<file path="src/rtl/toggle_counter_bank.sv">
// toggle_counter_bank
// Multi-channel switching-activity monitor. Each channel counts the bit
// transitions on its DW-bit slice of data_in into a saturating counter with
// a sticky saturation flag. A saturating grand total covers all channels.
// Counters are read back through a registered request/address port.
module toggle_counter_bank #(
   parameter int NCH = 4,
   parameter int DW  = 8,
   parameter int CW  = 32,
   // wide enough to address NCH channel counters plus the total counter
   parameter int AW  = 3
) (
   input  logic                clk,
   input  logic                rst,
   input  logic                enb,
   input  logic                clr,
   input  logic [NCH*DW-1:0]   data_in,
   input  logic                rd_req,
   input  logic [AW-1:0]       rd_addr,
   output logic [CW-1:0]       rd_data,
   output logic                rd_valid,
   output logic [NCH-1:0]      sat,
   output logic                sat_total
);

   // per-channel toggle count range is 0..DW
   localparam int TW = $clog2(DW + 1);
   // sums carry enough headroom that the unclipped value never wraps
   localparam int SW = CW + $clog2(NCH * DW + 1);
   localparam logic [CW-1:0] CNT_MAX = '1;

   logic [NCH*DW-1:0] prev_q, prev_d;
   logic              primed_q, primed_d;
   logic [CW-1:0]     cnt_q [NCH];
   logic [CW-1:0]     cnt_d [NCH];
   logic [CW-1:0]     total_q, total_d;
   logic [NCH-1:0]    sat_q, sat_d;
   logic              sat_total_q, sat_total_d;
   logic [CW-1:0]     rd_data_q, rd_data_d;
   logic              rd_valid_q, rd_valid_d;

   logic [NCH*DW-1:0] diff;
   logic [TW-1:0]     tog [NCH];
   logic [SW-1:0]     tog_sum;
   logic [SW-1:0]     ch_sum [NCH];
   logic [SW-1:0]     total_sum;
   logic [CW-1:0]     rd_mux;

   // popcount of the bits that changed since the previous sample, per channel and summed
   always_comb begin
      diff    = data_in ^ prev_q;
      tog_sum = '0;
      for (int ch = 0; ch < NCH; ch++) begin
         tog[ch] = '0;
         for (int b = 0; b < DW; b++) begin
            tog[ch] = tog[ch] + TW'(diff[ch*DW + b]);
         end
         tog_sum = tog_sum + SW'(tog[ch]);
      end
   end

   // select the pre-update value of the addressed counter; out-of-range reads return zero
   always_comb begin
      rd_mux = '0;
      for (int ch = 0; ch < NCH; ch++) begin
         if (rd_addr == AW'(ch)) begin
            rd_mux = cnt_q[ch];
         end
      end
      if (rd_addr == AW'(NCH)) begin
         rd_mux = total_q;
      end
   end

   // next-state: history always tracks, clear beats counting, counting clips at the max
   always_comb begin
      prev_d      = data_in;
      primed_d    = 1'b1;
      cnt_d       = cnt_q;
      total_d     = total_q;
      sat_d       = sat_q;
      sat_total_d = sat_total_q;
      total_sum   = SW'(total_q) + tog_sum;
      for (int ch = 0; ch < NCH; ch++) begin
         ch_sum[ch] = SW'(cnt_q[ch]) + SW'(tog[ch]);
      end

      if (clr) begin
         for (int ch = 0; ch < NCH; ch++) begin
            cnt_d[ch] = '0;
         end
         total_d     = '0;
         sat_d       = '0;
         sat_total_d = 1'b0;
      end else if (enb && primed_q) begin
         for (int ch = 0; ch < NCH; ch++) begin
            if (ch_sum[ch] > SW'(CNT_MAX)) begin
               cnt_d[ch] = CNT_MAX;
               sat_d[ch] = 1'b1;
            end else begin
               cnt_d[ch] = ch_sum[ch][CW-1:0];
            end
         end
         if (total_sum > SW'(CNT_MAX)) begin
            total_d     = CNT_MAX;
            sat_total_d = 1'b1;
         end else begin
            total_d = total_sum[CW-1:0];
         end
      end

      rd_valid_d = rd_req;
      rd_data_d  = rd_req ? rd_mux : rd_data_q;
   end

   // state registers with synchronous reset, which also drops any in-flight read
   always_ff @(posedge clk) begin
      if (rst) begin
         prev_q      <= '0;
         primed_q    <= 1'b0;
         cnt_q       <= '{default: '0};
         total_q     <= '0;
         sat_q       <= '0;
         sat_total_q <= 1'b0;
         rd_data_q   <= '0;
         rd_valid_q  <= 1'b0;
      end else begin
         prev_q      <= prev_d;
         primed_q    <= primed_d;
         cnt_q       <= cnt_d;
         total_q     <= total_d;
         sat_q       <= sat_d;
         sat_total_q <= sat_total_d;
         rd_data_q   <= rd_data_d;
         rd_valid_q  <= rd_valid_d;
      end
   end

   assign rd_data   = rd_data_q;
   assign rd_valid  = rd_valid_q;
   assign sat       = sat_q;
   assign sat_total = sat_total_q;

endmodule

</file>
<file path="config.mk">
export PLATFORM = sky130hd
export DESIGN_NAME = toggle_counter_bank
export DESIGN_NICKNAME = d
export VERILOG_FILES = /design/src/rtl/toggle_counter_bank.sv
export SDC_FILE = /design/constraint.sdc
export NUM_CORES = 1
export LEC_CHECK = 0
export ABC_AREA = 0
export CAP_MARGIN = 10
export CELL_PAD_IN_SITES_DETAIL_PLACEMENT = 0
export CELL_PAD_IN_SITES_GLOBAL_PLACEMENT = 2
export CORE_ASPECT_RATIO = 0.8
export CORE_MARGIN = 2
export CORE_UTILIZATION = 35
export CTS_CLUSTER_DIAMETER = 30
export DETAILED_ROUTE_END_ITERATION = 6
export PLACE_DENSITY_LB_ADDON = 0.1
export SLEW_MARGIN = 5
export SYNTH_ARGS = -nofsm -noshare
export SYNTH_HDL_FRONTEND = slang
export SYNTH_SLANG_ARGS = --single-unit
</file>
<file path="constraint.sdc">
create_clock -name clk -period 9.9 [get_ports clk]
set_input_delay 1.485 -clock clk [delete_from_list [all_inputs] [get_ports clk]]
set_output_delay 1.485 -clock clk [all_outputs]
set_load 0.01 [all_outputs]
</file>
## Yosys cells after proc, flatten, opt, wreduce, memory -nomap -nowiden

Cells that the tools add are included.
Widths: inputs -> output; s select.

| operators by class | value |
|---|---|
| add/subtract/negate cells | 36 |
| $lt $le $gt $ge | 5 |
| eq/ne operators | 4 |
| mux-type cells | 11 |
| bitwise gates (word level) | 1 |
| reductions and logical operators | 8 |

Operators by type and width:

| kind | count |
|---|---|
| $mux 32 | 10 |
| $gt 33x32->1 const B | 5 |
| $add 32x4->33 | 4 |
| $add 4x1->4 | 16 |
| $add 32x7->33 | 1 |
| $xor 32x32->32 | 1 |
| $add 3x1->4 | 4 |
| $add 2x1->3 | 4 |
| $reduce_and 2->1 | 5 |
| $add 1x1->2 | 4 |
| $add 6x4->7 | 1 |
| $add 5x4->6 | 1 |
| $eq 3x2->1 const B | 2 |
| $add 4x4->5 | 1 |
| $eq 3x1->1 const B | 1 |
| $eq 3x3->1 const B | 1 |
| $logic_not 3->1 | 1 |
| $reduce_or 2->1 | 1 |
| $logic_and 1x1->1 | 1 |
| $mux 1 | 1 |

| word-level totals | value |
|---|---|
| register bits after elaboration | 231 |
| word-level logic and storage cells | 79 |

## Logic depth before layout (Yosys ltp)

| depth | value |
|---|---|
| depth after elaboration | 14 |
| mapped depth | 23 |
| gate-level depth less buffers | 23 |

## Worst setup path before layout

No wires, ideal clock.

| path | value |
|---|---|
| path kind | input-to-reg |
| start | input port data_in[24] |
| end | register total_q[23] |
| setup time | 132 ps |
| arrival | 7330 ps |
| required time | 9768 ps |
| path slack | 2438 ps |
| cell stages on the path | 22 |
| cells stage by stage | xnor2_1 fa_1 inv_1 fa_1 inv_1 fa_1 inv_1 ha_1 fa_1 inv_1 fa_1 fa_1 fa_1 inv_1 ha_1 fa_1 a21o_1 and3_1 o21ai_0 nor3_1 xnor2_1 a21oi_1 |

| on the way | value |
|---|---|
| cells in the longest elaborated chain, start to end | 12 |

Ends and longest elaborated chain:

| item | RTL line | RTL |
|---|---|---|
| start: declaration | 17 | `input logic [NCH*DW-1:0] data_in,` |
| $xor 32x32->32 (*) | 51 | `diff = data_in ^ prev_q;` |
| $add 1x1->2 (*) | 56 | `tog[ch] = tog[ch] + TW'(diff[ch*DW + b]);` |
| $add 2x1->3 (*) | 56 |  |
| $add 3x1->4 (*) | 56 |  |
| $add 4x1->4 (*) (4 in series) | 56 |  |
| $add 6x4->7 (*) | 58 | `tog_sum = tog_sum + SW'(tog[ch]);` |
| $add 32x7->33 (*) | 83 | `total_sum = SW'(total_q) + tog_sum;` |
| $gt 33x32->1 | 104 | `if (total_sum > SW'(CNT_MAX)) begin` |
| $mux 32 (*) | 104 |  |
| end signal: assignment | 131 | `total_q <= total_d;` |
| end: declaration | 36 | `logic [CW-1:0] total_q, total_d;` |

Every way passes the cells marked *; elsewhere a longest branch is shown, timed or not.
A chain may end at the register's enable or synchronous reset.

## Final worst setup path

Same ends and word-level chain as after synthesis.

==> key figures <==
Placement
  – Dpl hpwl: 29300 um
  – Buffers on Ports: 77
  – Pre-CTS WS: 1.477 ns
  – Cells after DPL: 1904
  – GPL Wtd Cong: 0.8640

Pwr
  – Worst IR Drop VDD: 0.1950 mV
  – P_leak: 5.745 nW
  – Cell Pwr Density: 261.5 nW/um2
  – Total Power: 4.142 mW

Clock network
  – CTS Root Buffer Type: clkbuf_16
  – TritonCTS Buffers: 58
  – Sink Count: 231
  – Max clock buf depth: 3
  – H-tree depth: 2
  – Post-CTS Hold Buffers: 0
  – Clock Latency Late Sink: 0.58 ns
  – CTS tree: yes
  – CTS resizes: 0
  – Worst-path clk slew: 0.05 ns
  – Post-CTS Setup Bufs: 0

Floorplanning
  – Die span in y: 174.0 um
  – Core Area: 35760 um2
  – Site Rows: 62
  – Die Width: 216.5 um
  – Die Area: 37660 um2
  – I/O pin total: 78
  – Starting Density: 35.34%

Timing
  – Worst Max-Slew Pin Slew: 1.213 ns
  – Period utilization: 79.62%
  – Setup ws final: 2.017 ns
  – Final setup fails: 0
  – RSZ-0062 raised after global routing: false
  – Setup_tns: 0 ns
  – Final Hold Fails: 0
  – F_max: 0.1269 GHz
  – Minimum clock period: 7.883 ns
  – Worst Skew: 0.02798 ns
  – Max Slew Vio Count: 0
  – Slew margin rel.: 17.07%
  – WHS: 0.4452 ns

Final layout
  – Area Overhead vs Synth: 25.30%
  – Layout Cells excl Fill: 2007
  – Antenna cell count: 0
  – Layout cell share with drive strength beyond 1: 10.22%
  – Filler Cell Count: 3472
  – Final #Nets: 1593

Synth
  – Synth Net Count: 1520
  – Mapped Avg Cell Area: 8.958 um2
  – Number of synthesized register bits: 231
  – Mapped Cells: 1411
  – Synth cell types: 56
  – Synth Flop Type: dfxtp_1
  – Ys async rst share: 0%
  – Cell Area, Synth: 12640 um2
  – EDFF count, synth: 0
  – Sequential fraction of the synthesis area: 36.59%
  – Warnings, synthesis: 0

Global routing
  – Global Route met1 Usage: 33.61%
  – Via count of the first global-routing pass: 10450
  – Largest net degree at the start of global routing: 77
  – First-pass GRT wire length: 63110 um
  – M2 GR Usage: 29.61%
  – Gr usage total: 21.60%
  – Met3 global-route usage: 5.354%
  – Grt total ovfl: 0
  – Initial antenna violation count: 0
  – Global routing's busiest layer: met1

Detailed routing
  – DRT iter0 DRCs: 690
  – Vias: 10950
  – First-pass detailed-route iteration total: 7
  – # DRC: 0
  – Via-to-Cell Ratio: 5.457
  – Routed Antenna Nets: 0
  – WL/cell: 20.25 um
  – Final WL: 40650 um

Setup path
  – Startpoint types: primary input
  – CP Class: in2reg
  – Required time of the worst setup path: 10.33 ns
  – CP Capture Type: register
  – Crit path max fanout: 6
  – Critical path arrival: 8.32 ns

Flow run
  – Max Cap Viol: 0

Min path
  – HP Class: reg2reg

Run status
  – Outcome: finished, final reports clean
[routing by layer]
| layer | share of wire [%] | wire, um |
|---|---|---|
| met3 | 7.5 | 3058 |
| met4 | 1.5 | 623 |
| met1 | 51 | 20610 |
| met2 | 40 | 16350 |
| met5 | 0 | 0 |
[cell type report]
cell class	instances	area [um2]	area share, %
clock buffer	72	1615	10.20
clock inverter	31	406.6	2.568
inverter	67	251.5	1.588
multi-input combinational	1035	7473	47.19
sequential	231	4624	29.20
tap	480	600.6	3.792
timing repair buffer	91	865.8	5.467
[Yosys cell counts, types with 31 or more instances]
library cell / number / share of area, %
o21ai_0: 64 / 2.5
xor2_1: 38 / 2.6
nand4_1: 31 / 1.5
dfxtp_1: 231 / 37
clkbuf_1: 70 / 2.1
a31oi_1: 43 / 2.1
ha_1: 39 / 3.9
inv_1: 67 / 2.0
nand2_1: 65 / 1.9
nand3_1: 57 / 2.3
nor2_1: 113 / 3.4
mux4_2: 32 / 5.7
nor2b_1: 37 / 1.8
xnor2_1: 73 / 5.1
a21oi_1: 106 / 4.2
a221oi_1: 33 / 2.3
nor3_1: 96 / 3.8
[power breakdown]
group	internal [mW]	switching, mW
Clock	1.35	0.595
Sequential	0.957	0.0153
Combinational	0.541	0.685
Total	2.85	1.30
[sequential cells by signal, summed over array words and instances (netlist names)]
name       flops
prev_q        32
cnt_q        128
sat            4
primed_q       1
sat_total      1
rd_valid       1
rd_data       32
total_q       32
[stage by stage]
step / utilization (%) / area, um2
2_1_floorplan: - / 12640
3_3_place_gp: 38.63 / 13820
3_5_place_dp: 38.63 / 13820
4_1_cts: 44.29 / 15840
5_1_grt: 44.29 / 15840
6_report: 44.29 / 15840
[logic make-up (layout without fill, tap and decap cells)]
kind of cell    after synthesis  after routing  share of synthesized area, %
mux                          40             40                         6.335
xor+xnor                    111            111                         7.692
flops                       231            231                         36.59
fa+ha+maj                    71             71                         8.771
buf+inv                     145            261                         4.375
simple gates                501            501                         20.78
compound gates              312            312                         15.46
[worst paths after layout]
check                                            from                        to  slack (ns)  cells after the start
worst min register to register    sat[0]$_SDFFE_PP0P_       sat[0]$_SDFFE_PP0P_        0.45                      2
worst max-delay path                      data_in[24]  total_q[23]$_SDFFE_PP0P_        2.02                     23
worst min-delay path              sat[0]$_SDFFE_PP0P_       sat[0]$_SDFFE_PP0P_        0.45                      2
worst max register to register  prev_q[24]$_SDFF_PP0_  total_q[23]$_SDFFE_PP0P_        3.09                     22
[cell usage in the layout, fill, tap and decap left out, drive strengths merged, types with 33 or more instances in the layout]
| cell | netlist | final |
|---|---|---|
| dfxtp | 231 | 231 |
| nor2 | 113 | 113 |
| a21oi | 108 | 108 |
| nor3 | 96 | 96 |
| clkdlybuf4s50 | 0 | 75 |
| xnor2 | 73 | 73 |
| clkbuf | 70 | 72 |
| inv | 67 | 69 |
| nand2 | 65 | 65 |
| o21ai | 64 | 64 |
| nand3 | 57 | 57 |
| a31oi | 43 | 43 |
| ha | 39 | 39 |
| xor2 | 38 | 38 |
| nor2b | 37 | 37 |
| a221oi | 33 | 33 |
| nand4 | 33 | 33 |
[critical path: stages]
cell and delay (ns):
clkdlybuf4s50_1 0.43, xnor2_1 0.16, fa_1 0.53, inv_1 0.06, fa_1 0.54, inv_1 0.06
fa_1 0.54, inv_1 0.05, ha_1 0.22, fa_1 0.52, inv_1 0.10, fa_1 0.47
fa_1 0.51, fa_1 0.54, inv_1 0.04, ha_1 0.24, fa_1 0.41, a21o_1 0.20
and3_1 0.22, o21ai_0 0.60, nor3_1 0.15, xnor2_1 0.17, a21oi_1 0.08
(Power assumes the default switching activity.)
